--- src/rtl/note_player_pkg.sv ---
`default_nettype none
// ============================================================================
//  Module      : note_player_pkg
//  Description : Shared constants, state encoding and pitch table for note_player.
//  Revision    : 1.0 - initial release
// ============================================================================
package note_player_pkg;

    localparam logic [7:0] NOTE_REST = 8'h00;
    localparam logic [7:0] NOTE_END  = 8'hFF;
    localparam int         TABLE_W   = 18;

    typedef enum logic [2:0] {
        ST_IDLE    = 3'd0,
        ST_FETCH_N = 3'd1,
        ST_WAIT_N  = 3'd2,
        ST_FETCH_D = 3'd3,
        ST_WAIT_D  = 3'd4,
        ST_PLAY    = 3'd5,
        ST_DONE    = 3'd6
    } state_t;

    // Half-period in 50 MHz clocks for C3..B3; higher octaves are right shifts.
    function automatic logic [TABLE_W-1:0] half_table(input logic [3:0] semi);
        case (semi)
            4'd0:    half_table = 18'd191113;
            4'd1:    half_table = 18'd180388;
            4'd2:    half_table = 18'd170262;
            4'd3:    half_table = 18'd160705;
            4'd4:    half_table = 18'd151686;
            4'd5:    half_table = 18'd143173;
            4'd6:    half_table = 18'd135137;
            4'd7:    half_table = 18'd127552;
            4'd8:    half_table = 18'd120393;
            4'd9:    half_table = 18'd113636;
            4'd10:   half_table = 18'd107258;
            4'd11:   half_table = 18'd101239;
            default: half_table = '0;
        endcase
    endfunction

endpackage
`default_nettype wire

--- src/rtl/note_player_if.sv ---
`default_nettype none
// ============================================================================
//  Module      : note_player_if
//  Description : Read-strobe / byte bus between the stream decoder and player.
//  Revision    : 1.0 - initial release
// ============================================================================
interface note_player_if;
    logic       read;
    logic [7:0] value;

    modport master (output read, input value);
    modport slave  (input read, output value);
endinterface
`default_nettype wire

--- src/rtl/note_player_tone_gen.sv ---
`default_nettype none
// ============================================================================
//  Module      : note_player_tone_gen
//  Description : Square-wave generator; toggles audio every 'half' clocks.
//  Revision    : 1.0 - initial release
// ============================================================================
module note_player_tone_gen #(
    parameter int HALF_W = 18
) (
    input  wire logic              clk,
    input  wire logic              reset,
    input  wire logic              clr,
    input  wire logic [HALF_W-1:0] half,
    output logic                   audio
);

    logic [HALF_W-1:0] r_cnt;
    logic              r_audio;

    // A zero half-period is a rest: hold the output low.
    always_ff @(posedge clk or negedge reset) begin
        if (!reset) begin
            r_cnt   <= '0;
            r_audio <= 1'b0;
        end else if (clr || (half == '0)) begin
            r_cnt   <= '0;
            r_audio <= 1'b0;
        end else if (r_cnt == (half - HALF_W'(1))) begin
            r_cnt   <= '0;
            r_audio <= ~r_audio;
        end else begin
            r_cnt   <= r_cnt + HALF_W'(1);
        end
    end

    assign audio = r_audio;

endmodule
`default_nettype wire

--- src/rtl/note_player.sv ---
`default_nettype none
// ============================================================================
//  Module      : note_player
//  Description : Fetches (note, duration) byte pairs and plays them as tones.
//  Revision    : 1.0 - initial release
// ============================================================================
module note_player
    import note_player_pkg::*;
#(
    parameter int TICK_DIV = 500000,
    parameter int HALF_W   = 18,
    parameter int LAT      = 1,
    parameter int GAP      = 4
) (
    input  wire logic       clk,
    input  wire logic       reset,
    input  wire logic       start,
    note_player_if.master   bus,
    output logic            audio,
    output logic [7:0]      note,
    output logic            busy,
    output logic            done
);

    localparam int c_pre_w = (TICK_DIV > 1) ? $clog2(TICK_DIV) : 1;
    localparam int c_gap_w = $clog2(GAP + 1);
    localparam int c_lat_w = $clog2(LAT + 1);

    state_t               r_state;
    state_t               w_next;
    logic [c_gap_w-1:0]   r_gap;
    logic [c_lat_w-1:0]   r_lat;
    logic [7:0]           r_note;
    logic [7:0]           r_dur;
    logic [c_pre_w-1:0]   r_pre;
    logic [7:0]           r_tick;

    logic                 w_fetch;
    logic                 w_wait;
    logic                 w_read;
    logic                 w_sample;
    logic                 w_start_ok;
    logic                 w_pre_wrap;
    logic                 w_play_end;
    logic [3:0]           w_semi;
    logic [2:0]           w_oct;
    logic [HALF_W-1:0]    w_half;
    logic                 w_tone;

    assign w_fetch    = (r_state == ST_FETCH_N) || (r_state == ST_FETCH_D);
    assign w_wait     = (r_state == ST_WAIT_N)  || (r_state == ST_WAIT_D);
    assign w_read     = w_fetch && (r_gap == '0);
    assign w_sample   = w_wait && (r_lat == c_lat_w'(LAT));
    assign w_start_ok = start && ((r_state == ST_IDLE) || (r_state == ST_DONE));
    assign w_pre_wrap = (r_pre == c_pre_w'(TICK_DIV - 1));
    // Duration byte 0 wraps to a last tick of 255, i.e. 256 ticks.
    assign w_play_end = (r_state == ST_PLAY) && w_pre_wrap && (r_tick == (r_dur - 8'd1));

    always_comb begin
        w_next = r_state;
        unique case (r_state)
            ST_IDLE, ST_DONE: if (start)     w_next = ST_FETCH_N;
            ST_FETCH_N:       if (w_read)    w_next = ST_WAIT_N;
            ST_WAIT_N:        if (w_sample)  w_next = (bus.value == NOTE_END) ? ST_DONE : ST_FETCH_D;
            ST_FETCH_D:       if (w_read)    w_next = ST_WAIT_D;
            ST_WAIT_D:        if (w_sample)  w_next = ST_PLAY;
            ST_PLAY:          if (w_play_end) w_next = ST_FETCH_N;
            default:                         w_next = ST_IDLE;
        endcase
    end

    always_ff @(posedge clk or negedge reset) begin
        if (!reset) begin
            r_state <= ST_IDLE;
            r_gap   <= '0;
            r_lat   <= '0;
            r_note  <= '0;
            r_dur   <= '0;
            r_pre   <= '0;
            r_tick  <= '0;
        end else begin
            r_state <= w_next;

            // Gap counter enforces the decoder refill time between read strobes.
            if (w_start_ok) begin
                r_gap <= c_gap_w'(GAP);
            end else if (w_read) begin
                r_gap <= c_gap_w'(GAP - 1);
            end else if (r_gap != '0) begin
                r_gap <= r_gap - c_gap_w'(1);
            end

            if (w_read) begin
                r_lat <= c_lat_w'(1);
            end else if (w_wait && !w_sample) begin
                r_lat <= r_lat + c_lat_w'(1);
            end

            if (w_sample && (r_state == ST_WAIT_N)) r_note <= bus.value;
            if (w_sample && (r_state == ST_WAIT_D)) r_dur  <= bus.value;

            if (r_state != ST_PLAY) begin
                r_pre  <= '0;
                r_tick <= '0;
            end else if (w_pre_wrap) begin
                r_pre  <= '0;
                r_tick <= r_tick + 8'd1;
            end else begin
                r_pre  <= r_pre + c_pre_w'(1);
            end
        end
    end

    always_comb begin
        w_semi = r_note[3:0];
        w_oct  = r_note[6:4];
        w_half = '0;
        if ((r_note != NOTE_REST) && (w_semi < 4'd12)) begin
            w_half = HALF_W'(half_table(w_semi) >> w_oct);
        end
    end

    note_player_tone_gen #(
        .HALF_W (HALF_W)
    ) u_tone (
        .clk   (clk),
        .reset (reset),
        .clr   (r_state != ST_PLAY),
        .half  (w_half),
        .audio (w_tone)
    );

    assign bus.read = w_read;
    assign audio    = (r_state == ST_PLAY) && w_tone;
    assign note     = (r_state == ST_PLAY) ? r_note : 8'h00;
    assign busy     = (r_state != ST_IDLE) && (r_state != ST_DONE);
    assign done     = (r_state == ST_DONE);

endmodule
`default_nettype wire

--- src/flat_wrapper.sv ---
// flat-port wrapper written by rule: the top's interface ports become plain ports
module note_player_flat import note_player_pkg::*;
#(
    parameter int TICK_DIV = 500000,
    parameter int HALF_W   = 18,
    parameter int LAT      = 1,
    parameter int GAP      = 4
)
  (clk, reset, start, audio, note, busy, done, bus_read, bus_value);
  note_player_if bus_i ();
  input  wire logic clk;
  input  wire logic reset;
  input  wire logic start;
  output logic audio;
  output logic [7:0] note;
  output logic busy;
  output logic done;
  output wire logic [$bits(bus_i.read)-1:0] bus_read;
  input wire logic [$bits(bus_i.value)-1:0] bus_value;
  assign bus_read = bus_i.read;
  assign bus_i.value = bus_value;
  note_player #(.TICK_DIV(TICK_DIV), .HALF_W(HALF_W), .LAT(LAT), .GAP(GAP)) u_core (.clk(clk), .reset(reset), .start(start), .bus(bus_i), .audio(audio), .note(note), .busy(busy), .done(done));
endmodule
--- config.mk ---
export PLATFORM = sky130hd
export DESIGN_NAME = note_player_flat
export DESIGN_NICKNAME = d
export VERILOG_FILES = /design/src/rtl/note_player_pkg.sv /design/src/rtl/note_player_if.sv /design/src/rtl/note_player_tone_gen.sv /design/src/rtl/note_player.sv /design/src/flat_wrapper.sv
export SDC_FILE = /design/constraint.sdc
export NUM_CORES = 1
export LEC_CHECK = 0
export BUFFER_PORTS_ARGS = -buffer_cell sky130_fd_sc_hd__buf_2
export CAP_MARGIN = 40
export CORE_ASPECT_RATIO = 1.5
export CORE_UTILIZATION = 65
export DETAILED_ROUTE_END_ITERATION = 8
export GPL_TIMING_DRIVEN = 0
export PLACE_DENSITY_LB_ADDON = 0.25
export SETUP_SLACK_MARGIN = 0.5
export SLEW_MARGIN = 20
export SYNTH_ARGS = -nofsm -noshare
export SYNTH_HDL_FRONTEND = slang
export SYNTH_SLANG_ARGS = --single-unit
--- constraint.sdc ---
create_clock -name clk -period 8.59 [get_ports clk]
set_clock_uncertainty 0.05 [all_clocks]
set_input_delay 0.4295 -clock clk [delete_from_list [all_inputs] [get_ports clk]]
set_output_delay 0.4295 -clock clk [all_outputs]
set_load 0.005 [all_outputs]
==> results by group <==
Place
  • Final weighted congestion in routability-driven placement: 1.02
  • Setup WS pre-CTS: 3050 ps
  • Port Buffer Count: 22
  • HPWL reported at the end of detailed placement: 14100 um

Synth
  • Top cell type by total area after synthesis: dfrtp_1
  • Net count after synthesis: 736
  • Synth Area per Inst: 8.15 um2
  • Sequential element share of the synthesized area: 29.8%
  • Cell count after synthesis: 711
  • Count of distinct cell types in the synthesized netlist: 83
  • Mapped cell area: 5800 um2
  • Number of flops mapped to enable cells by yosys: 0
  • Share of Yosys cell area claimed by the top area cell type: 29.8%
  • Top area cells in the synthesized netlist: dfrtp_1 30%, nor2_1 5.9%, xnor2_1 5.7%, xor2_1 4.4%, nand2_1 3.7%
  • Flip-flop and latch count after synthesis: 69
  • Ys Warns: 0
  • Proportion of register bits with asynchronous set or reset after synthesis: 100%
  • Primary flip-flop cell chosen by synthesis mapping: dfrtp_1

Power
  • Sequential share of power: 15.2%
  • Share of total power consumed by net switching: 53.4%
  • Internal power contribution: 1.39 mW
  • Peak supply drop: 0.000322 V
  • Pwr Density: 463 nW/um2
  • Power dissipated by switching net loads: 1.59 mW
  • Combinational group share of total power: 70.5%
  • Cell leakage power: 2.58 nW
  • Clock network fraction of total power: 14.3%

Timing
  • Final critical-path setup slack: 2270 ps
  • Final cycle utilization of the critical path: 73.5%
  • Number of hold violations in the final report: 0
  • Headroom to the max-slew limit: 38.3%
  • Actual transition at the worst max-transition pin: 922 ps
  • RSZ-0062 raised after global routing: false
  • Max-slew violations: 0
  • Time the worst path needs with I/O delays and setup: 6320 ps
  • Total Neg Setup Slack: 0 ps
  • Maximum operating frequency: 158 MHz
  • Setup-failing EPs final: 0

Cells and area
  • Most common cell after layout, fill and taps aside: nor2_1
  • Fill count: 548
  • Diodes inserted: 0
  • Fraction of layout cells with a size suffix above 1: 12.2%
  • Area Overhead vs Synth: 10.9%
  • Leading cell types in the layout, fill and taps excluded: 91 x nor2_1, 69 x dfrtp_1, 57 x nand2_1
  • Fin nets: 772

Critical path
  • Reg-to-reg critical path startpoint: u_core.r_note[1]$_DFFE_PN0P_
  • Kind of start point of the critical path: flop
  • Critical path data required time: 8740 ps
  • Worst setup EP type: flop
  • Critical path arrival: 6460 ps
  • Start point of the critical path: u_core.r_note[1]$_DFFE_PN0P_
  • Worst-path fanout max: 10
  • Worst Setup Path Type: reg -> reg

Die
  • X dimension of the die: 79.1 um
  • I/O pin total: 23
  • Effective utilization at floorplan: 68.1%
  • Rows: 41
  • Area of the core region: 8520 um2
  • Die footprint: 9310 um2
  • Die height: 118 um

Flow run
  • Total of max-cap violations: 0

Clock tree
  • CTS Buffer Depth: 2
  • Clock latency at the later pin of the worst-skew pair: 340 ps
  • Clk sink count: 69
  • CTS buffer count: 9
  • CTS HTree Levels: 3
  • Clk slew on worst S/H paths: 60 ps
  • Post-CTS Setup Repair Bufs: 0
  • Clock tree root buffer cell: clkbuf_16
  • TritonCTS clock tree: built

Hold path
  • Worst hold path class: in -> reg
  • Min-delay src: bus_value[1]

Outcome
  • Violated checks: DRC
  • Run status: finished with violations

Global route
  • Combined global-route utilization of all metal layers: 51.1%
  • Via count of the first global-routing pass: 6590
  • Number of antenna violations at the first check in global routing: 0
  • Overflow left after global routing: 0
  • Largest net degree at the start of global routing: 54
  • First-pass GRT wire length: 35600 um

Drt
  • Average detailed-routed wire length per instance: 26.2 um
  • DRT iter0 DRCs: 1032
  • Avg Vias per Cell: 7.63
  • 1st-pass router iterations: 9
  • Remaining design rule violation count: 1
  • DRT Wirelength: 22500 um
  • Vias post-DR: 6556
  • Number of antenna-violating nets in the routed design: 0
registers in the layout (all words and copies together) (netlist names), 3 cells and up:
register / count
u_core.r_tick: 8
u_core.r_gap: 3
u_core.r_state: 3
u_core.r_dur: 8
u_core.r_pre: 19
u_core.u_tone.r_cnt: 18
u_core.r_note: 8
power by group through the flow:
| stage | combinational, mW | sequential (mW) | clock (mW) |
|---|---|---|---|
| 3_5_place_dp | 1.88 | 0.447 | 0 |
| 5_1_grt | 2.21 | 0.456 | 0.438 |
| 6_report | 2.10 | 0.453 | 0.426 |
| 3_3_place_gp | 1.86 | 0.444 | 0 |
| 2_1_floorplan | 1.41 | 0.426 | 0 |
| 4_1_cts | 1.93 | 0.447 | 0.424 |
synthesized netlist by cell type, types with 14 or more instances:
master    count
a21oi_1      29
buf_2        15
clkbuf_1     17
dfrtp_1      69
ha_1         14
inv_1        23
nand2_1      57
nand3_1      25
nor2_1       91
nor2b_1      15
nor3_1       16
o21ai_0      37
or3_1        14
xnor2_1      38
xor2_1       29
critical path: stages, from the launching register on:
cell       delay (ps)
dfrtp_1           430
clkbuf_1          260
inv_1             280
ha_1              190
buf_2             270
o21bai_4          120
a2111oi_1         630
o311ai_1          170
or4_1             610
ha_1              320
xnor2_1           280
a2111oi_2         780
nand3_1           250
nor4_1            310
o2111ai_1         170
a2111oi_2         410
or2_1             210
buf_6             150
buf_6             160
nor2_1            100
final timing paths:
kind / to / slack, ps / cells past startpoint
min: u_core.r_note[1]$_DFFE_PN0P_ / 300 / 3
max: u_core.u_tone.r_cnt[9]$_DFF_PN0_ / 2270 / 19
max in group asynchronous: u_core.r_note[6]$_DFFE_PN0P_ / 7490 / 3
min in group asynchronous: u_core.u_tone.r_cnt[2]$_DFF_PN0_ / 460 / 2
max reg2reg: u_core.u_tone.r_cnt[9]$_DFF_PN0_ / 2270 / 19
min reg2reg: u_core.r_pre[0]$_DFF_PN0_ / 450 / 1
routing by layer:
metal  track usage, %  part of all wire [%]  up-vias
li1                 -                     -     2656
met1             51.5                    32     2980
met2             78.6                    46      670
met3             22.0                    11      250
met4             44.0                    10        0
met5             3.53                     0        -
cell families (layout without fill, tap and decap cells):
group	count (synthesis)	after routing	synth area share, %
xor+xnor	67	67	10.1
compound gates	173	173	21.7
fa+ha+maj	15	15	3.20
simple gates	312	312	27.8
buf+inv	63	104	5.18
flops	69	69	29.8
mux	12	12	2.25
per-stage QoR:
stage	area [um2]	hold WS (ps)	std cells	utilization [%]	power, mW
2_1_floorplan	5800	83.9	711	-	1.83
3_3_place_gp	6040	418	840	70.9	2.30
3_5_place_dp	6070	262	841	71.3	2.33
4_1_cts	6420	294	858	75.4	2.80
5_1_grt	6420	296	859	75.4	3.10
6_report	6420	296	859	75.4	2.98
final cells by class:
cell class,instances,area (um2),share of cell area [%]
multi-input cells,579,3770,58.7
inverters,24,90.1,1.40
well taps,107,134,2.08
repair buffers,25,155,2.41
flip-flops and latches,69,1730,26.9
plain buffers,39,210,3.27
clock buffers,10,229,3.56
clock inverters,6,111,1.73
timing repair:
item                       CTS  global route
setup endpoints to repair    0             0
resized for setup            0             0
hold buffers                 1             0
hold endpoints to repair    16             0
(Power assumes the default switching activity.)
